--- config.mk ---
export PLATFORM = sky130hd
export DESIGN_NAME = multicycle_ctrl_flat
export DESIGN_NICKNAME = d
export VERILOG_FILES = /design/src/rtl/mips_ctrl_pkg.sv /design/src/rtl/multicycle_ctrl_if.sv /design/src/rtl/ctrl_outdec.sv /design/src/rtl/multicycle_ctrl.sv /design/src/flat_wrapper.sv
export SDC_FILE = /design/constraint.sdc
export NUM_CORES = 1
export LEC_CHECK = 0
export BUFFER_PORTS_ARGS = -buffer_cell sky130_fd_sc_hd__buf_2
export CAP_MARGIN = 0
export CORE_UTILIZATION = 30
export DETAILED_ROUTE_END_ITERATION = 16
export PLACE_DENSITY_LB_ADDON = 0.15
export SYNTH_ARGS = -nofsm -noshare
export SYNTH_HDL_FRONTEND = slang
export SYNTH_SLANG_ARGS = --single-unit
export TNS_END_PERCENT = 20
--- constraint.sdc ---
create_clock -name clk -period 2.2 [get_ports clk]
set_clock_uncertainty 0.15 [all_clocks]
set_input_delay 0.11 -clock clk [delete_from_list [all_inputs] [get_ports clk]]
set_output_delay 0.11 -clock clk [all_outputs]
set_load 0.01 [all_outputs]
--- src/rtl/mips_ctrl_pkg.sv ---
// Shared definitions for the multicycle MIPS control unit.
// Holds state encodings, opcode/funct constants, ALU-op / PC-source / ALU-B-source codes, the
// per-state control word carried from ctrl_outdec to multicycle_ctrl, and the legality check
// for the supported instruction subset (addu, subu, ori, lw, sw, beq, j).
package mips_ctrl_pkg;

  typedef enum logic [3:0] {
    StFetch  = 4'd0,
    StDecode = 4'd1,
    StMemAdr = 4'd2,
    StMemRd  = 4'd3,
    StMemWb  = 4'd4,
    StMemWr  = 4'd5,
    StRex    = 4'd6,
    StRwb    = 4'd7,
    StBranch = 4'd8,
    StOriEx  = 4'd9,
    StOriWb  = 4'd10,
    StJump   = 4'd11,
    StHalt   = 4'd12
  } state_e;

  localparam logic [5:0] OpR   = 6'b000000;
  localparam logic [5:0] OpLw  = 6'b100011;
  localparam logic [5:0] OpSw  = 6'b101011;
  localparam logic [5:0] OpBeq = 6'b000100;
  localparam logic [5:0] OpOri = 6'b001101;
  localparam logic [5:0] OpJ   = 6'b000010;

  localparam logic [5:0] FnAddu = 6'b100001;
  localparam logic [5:0] FnSubu = 6'b100011;

  typedef enum logic [1:0] {
    AluAdd   = 2'b00,
    AluSub   = 2'b01,
    AluFunct = 2'b10,
    AluOr    = 2'b11
  } aluop_e;

  typedef enum logic [1:0] {
    PcAlu    = 2'b00,
    PcAluOut = 2'b01,
    PcJump   = 2'b10
  } pc_src_e;

  typedef enum logic [1:0] {
    SrcbB     = 2'b00,
    Srcb4     = 2'b01,
    SrcbImm   = 2'b10,
    SrcbImmSh = 2'b11
  } srcb_e;

  // fetch_wr marks the FETCH commit (ir_write + pc_write) that only fires on mem ack.
  typedef struct packed {
    logic    mem_req;
    logic    mem_we;
    logic    iord;
    logic    fetch_wr;
    logic    pc_write;
    logic    pc_write_cond;
    pc_src_e pc_src;
    logic    alusrc_a;
    srcb_e   alusrc_b;
    logic    ext_zero;
    aluop_e  aluop;
    logic    regdst;
    logic    memtoreg;
    logic    regwrite;
  } ctrl_word_t;

  function automatic logic is_legal(logic [5:0] op, logic [5:0] fn);
    logic ok;
    case (op)
      OpR:                            ok = (fn == FnAddu) || (fn == FnSubu);
      OpLw, OpSw, OpBeq, OpOri, OpJ:  ok = 1'b1;
      default:                        ok = 1'b0;
    endcase
    return ok;
  endfunction

endpackage

--- src/rtl/multicycle_ctrl_if.sv ---
// Unified memory port handshake between the control unit (master) and memory (slave).
//   mem_req : access request, held until mem_ack
//   mem_we  : 1 = write, 0 = read
//   mem_ack : memory completed the current request this cycle
interface multicycle_ctrl_if;
  logic mem_req;
  logic mem_we;
  logic mem_ack;

  modport master (output mem_req, output mem_we, input mem_ack);
  modport slave  (input mem_req, input mem_we, output mem_ack);
endinterface

--- src/rtl/ctrl_outdec.sv ---
// Purely combinational state -> control-word decode for the multicycle sequencer.
//   state : current sequencer state
//   cw    : raw control word for that state (not yet qualified by ack, zero or reset)
module ctrl_outdec
  import mips_ctrl_pkg::*;
(
  input  state_e     state,
  output ctrl_word_t cw
);

  always_comb begin
    cw = '0;
    case (state)
      StFetch: begin
        cw.mem_req  = 1'b1;
        cw.fetch_wr = 1'b1;
        cw.alusrc_b = Srcb4;
        cw.aluop    = AluAdd;
        cw.pc_src   = PcAlu;
      end
      StDecode: begin
        // Branch target precomputed here while the register file is read.
        cw.alusrc_b = SrcbImmSh;
        cw.aluop    = AluAdd;
      end
      StMemAdr: begin
        cw.alusrc_a = 1'b1;
        cw.alusrc_b = SrcbImm;
        cw.aluop    = AluAdd;
      end
      StMemRd: begin
        cw.mem_req = 1'b1;
        cw.iord    = 1'b1;
      end
      StMemWb: begin
        cw.regwrite = 1'b1;
        cw.memtoreg = 1'b1;
      end
      StMemWr: begin
        cw.mem_req = 1'b1;
        cw.iord    = 1'b1;
        cw.mem_we  = 1'b1;
      end
      StRex: begin
        cw.alusrc_a = 1'b1;
        cw.alusrc_b = SrcbB;
        cw.aluop    = AluFunct;
      end
      StRwb: begin
        cw.regwrite = 1'b1;
        cw.regdst   = 1'b1;
      end
      StBranch: begin
        cw.alusrc_a      = 1'b1;
        cw.alusrc_b      = SrcbB;
        cw.aluop         = AluSub;
        cw.pc_write_cond = 1'b1;
        cw.pc_src        = PcAluOut;
      end
      StOriEx: begin
        cw.alusrc_a = 1'b1;
        cw.alusrc_b = SrcbImm;
        cw.ext_zero = 1'b1;
        cw.aluop    = AluOr;
      end
      StOriWb: begin
        cw.regwrite = 1'b1;
      end
      StJump: begin
        cw.pc_write = 1'b1;
        cw.pc_src   = PcJump;
      end
      default: cw = '0;
    endcase
  end

endmodule

--- src/rtl/multicycle_ctrl.sv ---
// Multicycle MIPS control sequencer (addu, subu, ori, lw, sw, beq, j).
// Holds the state register, next-state logic and mem_ack qualification; the per-state control
// word comes from ctrl_outdec. Every output is forced low while rst is high.
// Ports:
//   clk, rst        : clock (rising edge), asynchronous active-high reset
//   opcode, funct   : instruction register fields, valid from DECODE onward
//   zero            : ALU zero flag
//   mem             : memory handshake (mem_req/mem_we out, mem_ack in)
//   iord .. regwrite: datapath selects and enables
//   illegal         : unsupported instruction decoded
//   state           : current state, for debug
// Parameter RESET_PC_WRITE: pulse pc_write in the first cycle after reset release.
// Build option ILLEGAL_TRAP_EN: illegal instructions trap into HALT instead of acting as NOPs.
module multicycle_ctrl
  import mips_ctrl_pkg::*;
#(
  parameter bit RESET_PC_WRITE = 1'b0
) (
  input  logic                      clk,
  input  logic                      rst,
  input  logic [5:0]                opcode,
  input  logic [5:0]                funct,
  input  logic                      zero,
  multicycle_ctrl_if.master         mem,
  output logic                      iord,
  output logic                      ir_write,
  output logic                      pc_en,
  output logic [1:0]                pc_src,
  output logic                      alusrc_a,
  output logic [1:0]                alusrc_b,
  output logic                      ext_zero,
  output logic [1:0]                aluop,
  output logic                      regdst,
  output logic                      memtoreg,
  output logic                      regwrite,
  output logic                      illegal,
  output logic [3:0]                state
);

`ifdef ILLEGAL_TRAP_EN
  localparam state_e IllegalNext = StHalt;
`else
  localparam state_e IllegalNext = StFetch;
`endif

  state_e     state_q, state_d;
  logic       pc_init_q;
  ctrl_word_t cw;
  logic       ack;
  logic       legal;
  logic       pc_write;
  logic       illegal_raw;

  ctrl_outdec u_outdec (
    .state (state_q),
    .cw    (cw)
  );

  // An ack only counts while a request is actually outstanding.
  assign ack   = cw.mem_req & mem.mem_ack;
  assign legal = is_legal(opcode, funct);

  always_ff @(posedge clk or posedge rst) begin
    if (rst) begin
      state_q   <= StFetch;
      pc_init_q <= RESET_PC_WRITE;
    end else begin
      state_q   <= state_d;
      pc_init_q <= 1'b0;
    end
  end

  always_comb begin
    state_d = state_q;
    case (state_q)
      StFetch:  if (ack) state_d = StDecode;
      StDecode: begin
        case (opcode)
          OpLw, OpSw: state_d = StMemAdr;
          OpR:        state_d = legal ? StRex : IllegalNext;
          OpBeq:      state_d = StBranch;
          OpOri:      state_d = StOriEx;
          OpJ:        state_d = StJump;
          default:    state_d = IllegalNext;
        endcase
      end
      StMemAdr: state_d = (opcode == OpSw) ? StMemWr : StMemRd;
      StMemRd:  if (ack) state_d = StMemWb;
      StMemWb:  state_d = StFetch;
      StMemWr:  if (ack) state_d = StFetch;
      StRex:    state_d = StRwb;
      StRwb:    state_d = StFetch;
      StBranch: state_d = StFetch;
      StOriEx:  state_d = StOriWb;
      StOriWb:  state_d = StFetch;
      StJump:   state_d = StFetch;
`ifdef ILLEGAL_TRAP_EN
      StHalt:   state_d = StHalt;
`else
      StHalt:   state_d = StFetch;
`endif
      default:  state_d = StFetch;
    endcase
  end

  // pc_init_q is only set in the first cycle out of reset, which is always FETCH.
  assign pc_write = cw.pc_write | (cw.fetch_wr & ack) | (pc_init_q & (state_q == StFetch));

`ifdef ILLEGAL_TRAP_EN
  assign illegal_raw = (state_q == StHalt) | ((state_q == StDecode) & ~legal);
`else
  assign illegal_raw = (state_q == StDecode) & ~legal;
`endif

  always_comb begin
    mem.mem_req = 1'b0;
    mem.mem_we  = 1'b0;
    iord        = 1'b0;
    ir_write    = 1'b0;
    pc_en       = 1'b0;
    pc_src      = 2'b00;
    alusrc_a    = 1'b0;
    alusrc_b    = 2'b00;
    ext_zero    = 1'b0;
    aluop       = 2'b00;
    regdst      = 1'b0;
    memtoreg    = 1'b0;
    regwrite    = 1'b0;
    illegal     = 1'b0;
    // Reset must silence the port immediately, even though FETCH itself requests memory.
    if (!rst) begin
      mem.mem_req = cw.mem_req;
      mem.mem_we  = cw.mem_we;
      iord        = cw.iord;
      ir_write    = cw.fetch_wr & ack;
      pc_en       = pc_write | (cw.pc_write_cond & zero);
      pc_src      = cw.pc_src;
      alusrc_a    = cw.alusrc_a;
      alusrc_b    = cw.alusrc_b;
      ext_zero    = cw.ext_zero;
      aluop       = cw.aluop;
      regdst      = cw.regdst;
      memtoreg    = cw.memtoreg;
      regwrite    = cw.regwrite;
      illegal     = illegal_raw;
    end
  end

  assign state = state_q;

endmodule

--- src/flat_wrapper.sv ---
// flat-port wrapper written by rule: the top's interface ports become plain ports
module multicycle_ctrl_flat import mips_ctrl_pkg::*;
#(
  parameter bit RESET_PC_WRITE = 1'b0
)
  (clk, rst, opcode, funct, zero, iord, ir_write, pc_en, pc_src, alusrc_a, alusrc_b, ext_zero, aluop, regdst, memtoreg, regwrite, illegal, state, mem_mem_req, mem_mem_we, mem_mem_ack);
  multicycle_ctrl_if mem_i ();
  input  logic clk;
  input  logic rst;
  input  logic [5:0] opcode;
  input  logic [5:0] funct;
  input  logic zero;
  output logic iord;
  output logic ir_write;
  output logic pc_en;
  output logic [1:0] pc_src;
  output logic alusrc_a;
  output logic [1:0] alusrc_b;
  output logic ext_zero;
  output logic [1:0] aluop;
  output logic regdst;
  output logic memtoreg;
  output logic regwrite;
  output logic illegal;
  output logic [3:0] state;
  output wire logic [$bits(mem_i.mem_req)-1:0] mem_mem_req;
  output wire logic [$bits(mem_i.mem_we)-1:0] mem_mem_we;
  input wire logic [$bits(mem_i.mem_ack)-1:0] mem_mem_ack;
  assign mem_mem_req = mem_i.mem_req;
  assign mem_mem_we = mem_i.mem_we;
  assign mem_i.mem_ack = mem_mem_ack;
  multicycle_ctrl #(.RESET_PC_WRITE(RESET_PC_WRITE)) u_core (.clk(clk), .rst(rst), .opcode(opcode), .funct(funct), .zero(zero), .mem(mem_i), .iord(iord), .ir_write(ir_write), .pc_en(pc_en), .pc_src(pc_src), .alusrc_a(alusrc_a), .alusrc_b(alusrc_b), .ext_zero(ext_zero), .aluop(aluop), .regdst(regdst), .memtoreg(memtoreg), .regwrite(regwrite), .illegal(illegal), .state(state));
endmodule
# [Word level (Yosys, flattened, before mapping)]
# Cells that the tools add are included.
[word_totals] out_inout_bits=21 latchBits=0 mem_bits_ro=0 register_bits=4 word_cells=76 mem_count=0 in_bits=16 ram_bits=0
[op_classes] eq_ne=21 div_mod_pow=0 muxes=36 mul=0 bitwise=7 n_reduce_logical=11 shift=0 n_addsub=0 order_cmp=0
[ops] cell="4-bit case mux with 7 select lines" n=1
[ops] cell="6-bit == test, second input constant" n=4
[ops] cell="1-bit two-way mux" n=22
[ops] cell="4-bit case mux with 5 select lines" n=1
[ops] cell="4-bit by 3-bit == test with 1-bit output, second input constant" n=4
[ops] cell="4-bit == test, second input constant" n=4
[ops] cell="4-bit two-way mux" n=3
[ops] cell="2-bit case mux with 3 select lines" n=2
[ops] cell="4-bit by 2-bit == test with 1-bit output, second input constant" n=2
[ops] cell="6-bit by 2-bit == test with 1-bit output, second input constant" n=1
[ops] cell="6-bit by 3-bit == test with 1-bit output, second input constant" n=1
[ops] cell="6-bit by 4-bit == test with 1-bit output, second input constant" n=1
[ops] cell="6-bit logical NOT" n=1
[ops] cell="2-bit two-way mux" n=3
[ops] cell="3-bit two-way mux" n=2
[ops] cell="2-bit by 1-bit inequality test with 1-bit output, second input constant" n=3
[ops] cell="2-bit OR reduction" n=3
[ops] cell="3-bit OR reduction" n=2
[ops] cell="5-bit OR reduction" n=1
[ops] cell="1-bit bitwise AND" n=4
[ops] cell="4-bit by 1-bit == test with 1-bit output, second input constant" n=1
[ops] cell="4-bit logical NOT" n=1
[ops] cell="2-bit case mux with 2 select lines" n=1
[ops] cell="4-bit OR reduction" n=1
[ops] cell="other kinds (5)" n=6

# [Longest topological paths before layout]
[depth] depth_word=8 ltp_mapped=5 mapped_depth_nobuf=4

# [Modules after synthesis]
# A second synthesis with hierarchy kept.
[unflattened] cells_unflattened=109 hier_area_um2=777.0
[by_module_without_submodules] mod="multicycle_ctrl" seq_area_each_um2=100.1 instances=1 cells_per_inst=80 area_each_um2=598.1
[by_module_without_submodules] mod="ctrl_outdec" seq_area_each_um2=0.0 instances=1 cells_per_inst=29 area_each_um2=178.9

# [Worst setup path before layout]
# No wires, ideal clock.
[synth_timing] path_type="register to output" startpoint="register u_core.state_q[2] (netlist: u_core.state[2])" endpoint="output port pc_en" path_stages_with_launch=5 arrival_time_ns=1.811 n_path_buf=1 required_time_ns=1.940 setup_slack_ns=0.129 cell_sequence="dfrtp_1 > buf_2 > nor4_1 > nor3b_1 > a211o_1"
[synth_between] elab_chain_cells=8 word_cells_on_any_way=16 cone_classes="eq/ne (4); mux (5); bitwise (5); reduce/logical (2)"
[synth_lines] item="start, declared" line_no="multicycle_ctrl.sv:46" rtl="state_e state_q, state_d;"
[synth_lines] item="start signal, assigned" line_no="multicycle_ctrl.sv:65" rtl="state_q <= StFetch;"
[synth_lines] item="start signal, assigned" line_no="multicycle_ctrl.sv:68" rtl="state_q <= state_d;"
[synth_lines] item="4-bit by 2-bit == test with 1-bit output, or another cell as far along" line_no="ctrl_outdec.sv:13" rtl="case (state)"
[synth_lines] item="3-bit OR reduction (no line)"
[synth_lines] item="1-bit two-way mux" line_no="ctrl_outdec.sv:13"
[synth_lines] item="1-bit bitwise AND" line_no="multicycle_ctrl.sv:60" rtl="assign ack = cw.mem_req & mem.mem_ack;"
[synth_lines] item="1-bit bitwise AND" line_no="multicycle_ctrl.sv:107" rtl="assign pc_write = cw.pc_write | (cw.fetch_wr & ack) | (pc_init_q & (state_q == StFetch));"
[synth_lines] item="1-bit bitwise OR" line_no="multicycle_ctrl.sv:107"
[synth_lines] item="1-bit bitwise OR (*)" line_no="multicycle_ctrl.sv:136" rtl="pc_en = pc_write | (cw.pc_write_cond & zero);"
[synth_lines] item="1-bit two-way mux (*)" line_no="multicycle_ctrl.sv:131" rtl="if (!rst) begin"
[synth_lines] item="end, declared" line_no="flat_wrapper.sv:15" rtl="output logic pc_en;"
# Every way passes the cells marked *; elsewhere a longest branch is shown, timed or not.

# [Final worst setup path]
[layout_timing] startpoint="input port rst" endpoint="output port pc_en"
[layout_between] elab_chain_cells=1
[layout_lines] item="start, declared" line_no="flat_wrapper.sv:9" rtl="input logic rst;"
[layout_lines] item="1-bit two-way mux" line_no="multicycle_ctrl.sv:131"
# No other way between the ends.

==> results.json <==
{
  "p_clk_share_pct": 12.4,
  "p_leak_uw": 0.0004315,
  "rows": 15,
  "hold_class": "in -> reg",
  "stdcell_count": 154,
  "synth_nets": 107,
  "first_pass_iters": 4,
  "postCtsHoldBufs": 1,
  "worstPathRequired_ns": 1.94,
  "grt_pass1_vias": 652,
  "synth_compound_area_share_pct": 20.79,
  "detail-route-antenna-nets": 0,
  "critPathKind": "in -> out",
  "largest_register_ffs": 4,
  "layout_min_cycle_time_ns": 2.009,
  "synth_mux_area_share_pct": 3.326,
  "start_util_pct": 33.40,
  "synthSimpleGateAreaFrac_pct": 48.86,
  "synth-seq-cells": 4,
  "num_vias": 780,
  "drt-total-wl_um": 1674,
  "h-tree-depth": 1,
  "fillers": 207,
  "power_frac_seq_pct": 18.9,
  "stdcell_area_um2": 853.3,
  "avgViaCountPerCell": 5.065,
  "dieHeight_um": 46.79,
  "cp-start-kind": "input port",
  "yosys.area.top_type_share_pct": 16.63,
  "cts_sinks": 4,
  "cts_tree": "yes",
  "dieArea_um2": 2189,
  "yosys-top-cells-area": "dfrtp_1, nor2_1, a21oi_1",
  "fin_total_pwr_uw": 762.0,
  "status": "finished clean",
  "crit_fanout": 11,
  "synth_cell_type_count": 33,
  "drt_iter0_drc": 7,
  "cts-root-buf": "clkbuf_4",
  "setup_viol": 0,
  "grt_usage_pct": 17.34,
  "switching_power_uw": 362.5,
  "cellInternalPower_uw": 399.4,
  "io_pins": 37,
  "synth-xor-area-share_pct": 4.366,
  "syn_area_um2": 601.8,
  "drv_cap": 0,
  "io_buffers": 35,
  "cp-end-kind": "output pin",
  "ys_seq_area_share_pct": 16.63,
  "postCtsResizedCells": 0,
  "post-cts-setup-buffer-count": 0,
  "place_inst": 150,
  "hpwlAfterDp_um": 1338,
  "area_delta_synth_final_pct": 41.79,
  "cts_buffer_depth": 2,
  "layout_common_cells": "buf_2, nor2_1, a21oi_1",
  "place_congestion": 0.8420,
  "nets": 147,
  "arrival_ns": 1.75,
  "swShare_pct": 47.58,
  "core-area_um2": 1802,
  "p_comb_share_pct": 68.7,
  "grt_pass1_wl_um": 2753,
  "clock_latency_ns": 0.24,
  "max_slew.worst_pin.slew_ns": 0.4857,
  "yosys_warnings": 0,
  "ir_drop_mv": 0.3903,
  "slew-limit-headroom_pct": 67.32,
  "max_freq_ghz": 0.4977,
  "synth-adder-area-share_pct": 0,
  "overflow": 0,
  "netlist_instances": 91,
  "final_hold_viol_count": 0,
  "avgSynthCellArea_um2": 6.613,
  "rsz0062_at_grt": "false",
  "antenna_found_initial": 0,
  "final_util_pct": 47.36,
  "cts_made_buffers": 3,
  "tns_ns": 0,
  "drc": 0,
  "drv_slew": 0,
  "antenna_cells": 0,
  "final_common_cell": "buf_2",
  "fin_crit_sh_pct": 91.33,
  "clk_pin_slew_ns": 0.04,
  "drive_gt1_share_pct": 35.66,
  "chipWidth_um": 46.79,
  "grt_max_degree": 13,
  "synth_top_cell_by_area": "dfrtp_1",
  "place_area_um2": 820.8,
  "routedWlPerCell_um": 10.87,
  "p_per_area_nw_per_um2": 892.9,
  "synth_top_family_by_area": "simple AND/OR/NAND/NOR gates"
}
==> cells in the mapped netlist (all sizes together) <==
cell type / number
nor2: 14
a21oi: 7
nand2: 6
nand2b: 6
nor3: 6
nor2b: 5
buf: 4
dfrtp: 4
nor4: 4
inv: 3
nand3: 3
o22ai: 3
or3: 3
clkbuf: 2
mux2i: 2
nor3b: 2
nor4b: 2
xor2: 2
a211o: 1
a221o: 1
a22oi: 1
a311oi: 1
and2: 1
o211ai: 1
o21a: 1
o21ai: 1
o21bai: 1
o22a: 1
or2: 1
or4: 1
xnor2: 1
==> metrics by stage <==
step	worst slack [ns]	hold WS, ns
after floorplan	0.1289	-0.05481
after global placement	0.4383	-0.04802
after detailed placement	0.4296	-0.05028
after CTS	0.1617	0.06758
after global routing	0.04532	0.08434
final	0.1908	0.06416
==> worst max-delay path, stage by stage <==
cell and delay (ns):
dlygate4sd3_1 0.53, buf_2 0.18, nor4_1 0.39, nor3b_1 0.30
a211o_1 0.12, buf_2 0.12
==> per-layer routing <==
layer / part of all wire (%) / GRT usage (%) / up-vias / wire length, um
li1: - / - / 409 / -
met1: 47 / 22.20 / 344 / 793
met2: 47 / 30.28 / 25 / 793
met3: 3.9 / 2.308 / 2 / 65
met4: 1.3 / 5.143 / 0 / 22
met5: 0 / 0 / - / 0
==> power groups by stage <==
stage	clock, uW	combinational (uW)	sequential [uW]
global route	103	587	150
global placement	0	517	144
finish	94.3	523	144
floorplan	0	361	126
CTS	95.9	526	145
detailed placement	0	523	145
==> path summary, 6_finish.rpt <==
check                                     start               to  slack, ns  cells past startpoint
worst max-delay path                        rst            pc_en       0.19                      6
worst min-delay path                mem_mem_ack  u_core.state[0]       0.06                      3
worst max register to register  u_core.state[1]  u_core.state[1]       0.41                      4
worst min register to register  u_core.state[3]  u_core.state[0]       0.61                      2
max in group asynchronous                   rst  u_core.state[0]       1.49                      3
min in group asynchronous                   rst  u_core.state[2]       0.25                      3
==> area by class of cell <==
class | count | area [um^2] | area share, %
Sequential cell | 4 | 100.1 | 11.73
Multi-Input combinational cell | 78 | 465.4 | 54.55
Timing Repair Buffer | 41 | 222.7 | 26.10
Clock buffer | 3 | 22.52 | 2.639
Inverter | 3 | 11.26 | 1.320
Tap cell | 25 | 31.28 | 3.666
==> logic make-up after synthesis <==
| logic type | count (synthesis) |
|---|---|
| xor gates and xnor gates | 3 |
| and+or+nand+nor | 54 |
| muxes | 2 |
| DFF | 4 |
| AOI/OAI and AO/OA | 19 |
| buffers and inverters | 9 |
(Power assumes the default switching activity.)
